[src/rtl/fetch_unit.sv]
// ---------------------------------------------------------------------------
// fetch_unit
//
// Two-stage instruction fetch front end: F1 -> F2 -> IF/ID (decode).
//
//   F1     : holds PC_F1 and drives it to a synchronous IMEM with a read
//            latency of one cycle (imem_addr = PC_F1).
//   F2     : holds PC_F2/Valid_F2. The instruction word that belongs to PC_F2
//            is imem_rdata in the cycle after the address was sampled. If F2
//            stalls, the word is captured in a hold buffer. Once captured,
//            F2 no longer depends on what IMEM returns for the re-read address.
//   IF/ID  : presents Instr_D, PC_D, PC_Plus4_D and Valid_D to decode.
//
// Control priorities:
//   PC_F1 : redirect (PC_Src_E != 0) > Stall_F1 > PC_F1 + 4
//   F2    : Flush_F2 > Stall_F2 > load from F1
//   IF/ID : Flush_D  > Stall_D  > load from F2
//
// There is no valid/ready handshake here. The stall and flush inputs are
// level-sensitive commands from the hazard unit. They apply on the next
// rising clock edge.
//
// Parameters:
//   XLEN      - datapath / PC width
//   RESET_PC  - PC_F1 value after reset
//   NOP_INSTR - bubble instruction written into IF/ID (addi x0,x0,0)
//
// Ports:
//   clk, reset         - rising-edge clock, asynchronous active-high reset
//   Stall_F1/F2/D      - hold the PC / F2 stage / IF/ID register
//   Flush_F2, Flush_D  - invalidate F2 / load a bubble into IF/ID
//   PC_Src_E           - 00 sequential, 01/11 PC_Target_E, 10 ALU_Result_E
//   PC_Target_E        - branch / jal target from execute
//   ALU_Result_E       - jalr target from execute (bit 0 is forced to zero)
//   imem_addr          - IMEM read address (= PC_F1)
//   imem_rdata         - IMEM read data, one cycle after imem_addr is sampled
//   Instr_D, PC_D      - instruction and its PC, presented to decode
//   PC_Plus4_D         - PC_D + 4
//   Valid_D            - 1 for a real instruction, 0 for a bubble
//
// Optional build macro FETCH_PERF_CNT_EN:
//   When it is defined, the module adds the outputs perf_stall_cnt and
//   perf_redirect_cnt. These are free-running 32-bit counters:
//     - perf_stall_cnt counts the cycles in which PC_F1 is held by a stall.
//     - perf_redirect_cnt counts the redirect cycles.
//   When the macro is undefined, the ports and the counters do not exist.
// ---------------------------------------------------------------------------
module fetch_unit #(
    parameter int                XLEN      = 32,
    parameter logic [XLEN-1:0]   RESET_PC  = '0,
    parameter logic [31:0]       NOP_INSTR = 32'h0000_0013
) (
    input  logic            clk,
    input  logic            reset,
    input  logic            Stall_F1,
    input  logic            Stall_F2,
    input  logic            Stall_D,
    input  logic            Flush_F2,
    input  logic            Flush_D,
    input  logic [1:0]      PC_Src_E,
    input  logic [XLEN-1:0] PC_Target_E,
    input  logic [XLEN-1:0] ALU_Result_E,
    output logic [XLEN-1:0] imem_addr,
    input  logic [31:0]     imem_rdata,
    output logic [31:0]     Instr_D,
    output logic [XLEN-1:0] PC_D,
    output logic [XLEN-1:0] PC_Plus4_D,
    output logic            Valid_D
`ifdef FETCH_PERF_CNT_EN
    ,
    output logic [31:0]     perf_stall_cnt,
    output logic [31:0]     perf_redirect_cnt
`endif
);

    // PC increment. The additions wrap modulo 2^XLEN on purpose.
    localparam logic [XLEN-1:0] PC_STEP = XLEN'(4);

    // -----------------------------------------------------------------------
    // F1: program counter and redirect target selection
    // -----------------------------------------------------------------------
    logic [XLEN-1:0] pc_f1;
    logic            redirect;
    logic [XLEN-1:0] redirect_pc;

    assign redirect = (PC_Src_E != 2'b00);

    always_comb begin
        redirect_pc = PC_Target_E;
        case (PC_Src_E)
            // jalr: clear bit 0 of the computed target.
            2'b10:   redirect_pc = ALU_Result_E & ~XLEN'(1);
            default: redirect_pc = PC_Target_E;
        endcase
    end

    always_ff @(posedge clk or posedge reset) begin
        if (reset) begin
            pc_f1 <= RESET_PC;
        end else if (redirect) begin
            pc_f1 <= redirect_pc;
        end else if (!Stall_F1) begin
            pc_f1 <= pc_f1 + PC_STEP;
        end
    end

    assign imem_addr = pc_f1;

    // -----------------------------------------------------------------------
    // F2: PC / valid register
    // -----------------------------------------------------------------------
    logic [XLEN-1:0] pc_f2;
    logic            valid_f2;

    // A flush only drops the valid bit. PC_F2 keeps its old value.
    always_ff @(posedge clk or posedge reset) begin
        if (reset) begin
            pc_f2    <= '0;
            valid_f2 <= 1'b0;
        end else if (Flush_F2) begin
            valid_f2 <= 1'b0;
        end else if (!Stall_F2) begin
            pc_f2    <= pc_f1;
            valid_f2 <= 1'b1;
        end
    end

    // -----------------------------------------------------------------------
    // F2: hold buffer
    //
    // In the first stalled cycle, imem_rdata still carries the word for
    // PC_F2. On later stalled cycles IMEM re-reads the held PC_F1, and its
    // output no longer belongs to F2. So the word is captured once, and the
    // buffer is then used until the stall ends or F2 is flushed.
    // -----------------------------------------------------------------------
    logic [31:0] hold_q;
    logic        hold_vld;
    logic [31:0] instr_f2;

    always_ff @(posedge clk or posedge reset) begin
        if (reset) begin
            hold_q   <= '0;
            hold_vld <= 1'b0;
        end else if (Flush_F2 || !Stall_F2) begin
            hold_vld <= 1'b0;
        end else if (!hold_vld) begin
            hold_q   <= imem_rdata;
            hold_vld <= 1'b1;
        end
    end

    assign instr_f2 = hold_vld ? hold_q : imem_rdata;

    // -----------------------------------------------------------------------
    // IF/ID register
    // -----------------------------------------------------------------------
    always_ff @(posedge clk or posedge reset) begin
        if (reset) begin
            Instr_D    <= NOP_INSTR;
            PC_D       <= '0;
            PC_Plus4_D <= PC_STEP;
            Valid_D    <= 1'b0;
        end else if (Flush_D) begin
            // The bubble keeps the last PC pair, so only the word and the
            // valid bit change.
            Instr_D    <= NOP_INSTR;
            Valid_D    <= 1'b0;
        end else if (!Stall_D) begin
            Instr_D    <= valid_f2 ? instr_f2 : NOP_INSTR;
            PC_D       <= pc_f2;
            PC_Plus4_D <= pc_f2 + PC_STEP;
            Valid_D    <= valid_f2;
        end
    end

`ifdef FETCH_PERF_CNT_EN
    // -----------------------------------------------------------------------
    // Performance counters. A redirect overrides Stall_F1, so a redirect
    // cycle is counted only as a redirect and not as a stall.
    // -----------------------------------------------------------------------
    always_ff @(posedge clk or posedge reset) begin
        if (reset) begin
            perf_stall_cnt    <= '0;
            perf_redirect_cnt <= '0;
        end else begin
            if (Stall_F1 && !redirect) begin
                perf_stall_cnt <= perf_stall_cnt + 32'd1;
            end
            if (redirect) begin
                perf_redirect_cnt <= perf_redirect_cnt + 32'd1;
            end
        end
    end
`endif

endmodule

[config.mk]
export PLATFORM = sky130hd
export DESIGN_NAME = fetch_unit
export DESIGN_NICKNAME = d
export VERILOG_FILES = /design/src/rtl/fetch_unit.sv
export SDC_FILE = /design/constraint.sdc
export NUM_CORES = 1
export LEC_CHECK = 0
export CAP_MARGIN = 40
export CORE_UTILIZATION = 30
export DETAILED_ROUTE_END_ITERATION = 10
export PLACE_DENSITY = 0.54
export SKIP_CTS_REPAIR_TIMING = 1
export SLEW_MARGIN = 10
export SYNTH_ARGS = -nofsm -noshare
export SYNTH_HDL_FRONTEND = slang
export SYNTH_SLANG_ARGS = --single-unit
[constraint.sdc]
create_clock -name clk -period 10.2 [get_ports clk]
set_clock_uncertainty 0.15 [all_clocks]
set_input_delay 2.04 -clock clk [delete_from_list [all_inputs] [get_ports clk]]
set_output_delay 2.04 -clock clk [all_outputs]
set_load 0.03 [all_outputs]
==> results_dict.tcl <==
set metrics [dict create \
    p_sw_share_pct 34.0 \
    seq_area_mm2 0.00484 \
    syn_area_mm2 0.00939 \
    synth_cells 938 \
    met2_length_mm 12.4 \
    worst_slack_ns 5.98 \
    arrival_ns 4.37 \
    synth_edf_count 0 \
    finalSetupViolCount 0 \
    crit_buf_inv 2 \
    cts_buffer_depth 2 \
    async_reset_ff_share_pct 100 \
    yosysTopAreaCell "dfrtp_1" \
    maxCapViolations 0 \
    setup_tns_ns 0 \
    die_h_um 179 \
    totalWireLength_mm 28.2 \
    num-fill-cells 2984 \
    clock_sinks 193 \
    seq_area_frac_synth_pct 51.5 \
    ioPinCount 234 \
    dpl.cell_count 1510 \
    grt_max_degree 99 \
    grt_use_total_pct 18.0 \
    viasPerCell 5.11 \
    die_area_mm2 0.0320 \
    clock_latency_ns 0.43 \
    drt_iter0_drc 588 \
    instances_no_fill 1542 \
    critical_path_required_ns 10.35 \
    routed-via-count 7874 \
    worst_pin_slew_ns 0.732 \
    yosys_warnings 0 \
    yosys.area.top_type_share_pct 50.3 \
    min_period_ns 4.22 \
    dpl.hpwl_mm 20.2 \
    cts-buffers-inserted 17 \
    finalMaxSlewViolations 0 \
    insertedDiodeCount 0 \
    cts_tree "yes" \
    grt_pass1_wl_mm 44.2 \
    power_frac_comb_pct 25.7 \
    crit_path_start_kind "input pin" \
    vdd_drop_max_v 0.000112 \
    post-place-ws_ns 5.54 \
    synth_area_leaders "dfrtp_1 50%, mux2_2 8.0%, nand2_1 7.1%" \
    max_slew_margin_pct 51.1 \
    antenna_found_initial 0 \
    coreArea_mm2 0.0307 \
    firstDrtPassIters 5 \
    crit_path_cell_trace "clkdlybuf4s50_1 > nor2_2 > buf_4 > nand2_1 > o22ai_1 > a211oi_1" \
    multi_input_area_mm2 0.00426 \
    syn-num-nets 1045 \
    p_int_mw 1.48 \
    rsz0062_at_grt "no" \
    wl_per_cell_um 18.3 \
    status "complete, no violations" \
    drc 0 \
    yosys_most_used_dff "dfrtp_1" \
    p_clk_share_pct 29.3 \
    rows 64 \
    switchingPower_uw 763 \
    fmax_ghz 0.237 \
    clk_pin_slew_worst_paths_ns 0.08 \
    ant_nets 0 \
    finalHoldViolCount 0 \
    finalPower_mw 2.24 \
    initial_core_util_pct 30.6 \
    synth_area_per_cell_um2 10.0 \
    dr_wl_met3_mm 2.28 \
    slowest_delay_ns 0.78 \
    p_per_area_mw_per_mm2 176 \
    h-tree-depth 4 \
    power_leakage_nw 5.16 \
    crit_fanout 30 \
    ys_seq_elements 193 \
    highest_layer "met4" \
    hp-class "reg2reg" \
    cts-root-buf "clkbuf_16" \
    crit_type "in2reg" \
    cpMaxStageDelayCell "clkdlybuf4s50_1" \
    synth_cell_types 56 \
    postLayoutCoreUtil_pct 41.5 \
    wl_met1_mm 13.1 \
    syn_to_final_growth_pct 35.4 \
    fin_crit_sh_pct 41.4 \
    port_buffers 232 \
    drive_above_1_share_pct 11.6 \
    die_w_um 179 \
    grt.overflow.total 0 \
    end_kind "flip-flop" \
    synth_commonest_cells "189 x dfrtp_1, 177 x nand2_1, 70 x o21ai_0, 67 x mux2_2, 53 x clkbuf_1" \
    nets 1240 \
    synth.most_common_cell "dfrtp_1" \
    grt_pass1_vias 7620 \
    seq_power_share_pct 45.0 \
    gp_congestion 0.813 \
    crit_family "buffers and inverters" \
]
==> cell type report <==
cell class	instances	area share (%)
clock buffer	19	3.56
tap	396	3.90
timing repair buffer	247	19.8
clock inverter	13	0.905
sequential	193	38.0
multi-input combinational	663	33.5
inverter	11	0.384
==> final timing paths <==
check                                                  end                 start  depth (start not counted)  slack (ns)
worst max-delay path             imem_addr[28]$_DFFE_PP0P_           PC_Src_E[1]                          6        5.98
worst min-delay path                   PC_D[1]$_DFFE_PP0P_  pc_f2[1]$_DFFE_PP0P_                          2        0.32
worst max register to register  PC_Plus4_D[31]$_DFFE_PP0P_  pc_f2[4]$_DFFE_PP0P_                          4        7.58
worst min register to register         PC_D[1]$_DFFE_PP0P_  pc_f2[1]$_DFFE_PP0P_                          2        0.32
max in group asynchronous        PC_Plus4_D[2]$_DFFE_PP1P_                 reset                          4        7.07
min in group asynchronous             PC_D[26]$_DFFE_PP0P_                 reset                          2        1.79
==> placed cells by master, fill, tap and decap left out, drive strengths merged, types with 8 or more instances in the layout <==
| master | n |
|---|---|
| mux2i | 38 |
| a22o | 9 |
| a211oi | 11 |
| and4 | 16 |
| nor2 | 32 |
| nand2b | 8 |
| clkbuf | 19 |
| a31oi | 11 |
| a2bb2oi | 10 |
| dfrtp | 189 |
| clkdlybuf4s50 | 232 |
| inv | 20 |
| buf | 15 |
| mux2 | 67 |
| a21oi | 16 |
| a22oi | 12 |
| nand2 | 177 |
| xor2 | 9 |
| or4 | 9 |
| nand4 | 25 |
| and2 | 8 |
| nor3 | 16 |
| o31ai | 9 |
| nor4 | 14 |
| nand3 | 28 |
| o22ai | 10 |
| o21ai | 70 |
==> per-layer routing <==
layer	up-vias	global-route usage [%]
met3	34	4.64
met5	-	0
met1	3800	24.9
met2	261	27.2
met4	0	5.47
li1	3779	-
==> worst register-to-register path, cell delays in order, from the launching register on <==
cell and delay, ns:
dfrtp_1 0.50, and4_1 0.59, nand4_1 0.50, or4_1 0.63, a31oi_1 0.18
==> cell families (layout without fill, tap and decap cells) <==
kind of cell	Yosys count	after routing	share of synthesized area, %
adders and majority gates	2	2	0.266
AOI/OAI and AO/OA	181	181	12.5
xor gates and xnor gates	14	14	1.31
buffers and inverters	82	290	3.52
muxes	105	105	12.1
and+or+nand+nor	361	361	18.9
DFF	193	193	51.5
==> state kept, by name, indices dropped and copies added (netlist names) <==
register,count
pc_f2,32
PC_D,32
hold_vld,1
valid_f2,1
PC_Plus4_D,30
imem_addr,32
Valid_D,1
hold_q,32
Instr_D,32
==> power groups by stage <==
stage | Combinational, mW | Clock, mW | Sequential, mW
2_1_floorplan | 0.210 | 0 | 1.11
3_3_place_gp | 0.572 | 0 | 1.02
3_5_place_dp | 0.583 | 0 | 1.03
4_1_cts | 0.584 | 0.682 | 1.01
5_1_grt | 0.623 | 0.708 | 1.03
6_report | 0.577 | 0.657 | 1.01
==> through the flow <==
step	hold slack [ns]	cell area, um2
after floorplan	0.285	9390
after global placement	0.305	12000
after detailed placement	0.308	12100
after CTS	0.327	12700
after global routing	0.346	12700
final	0.322	12700
(Power assumes the default switching activity.)
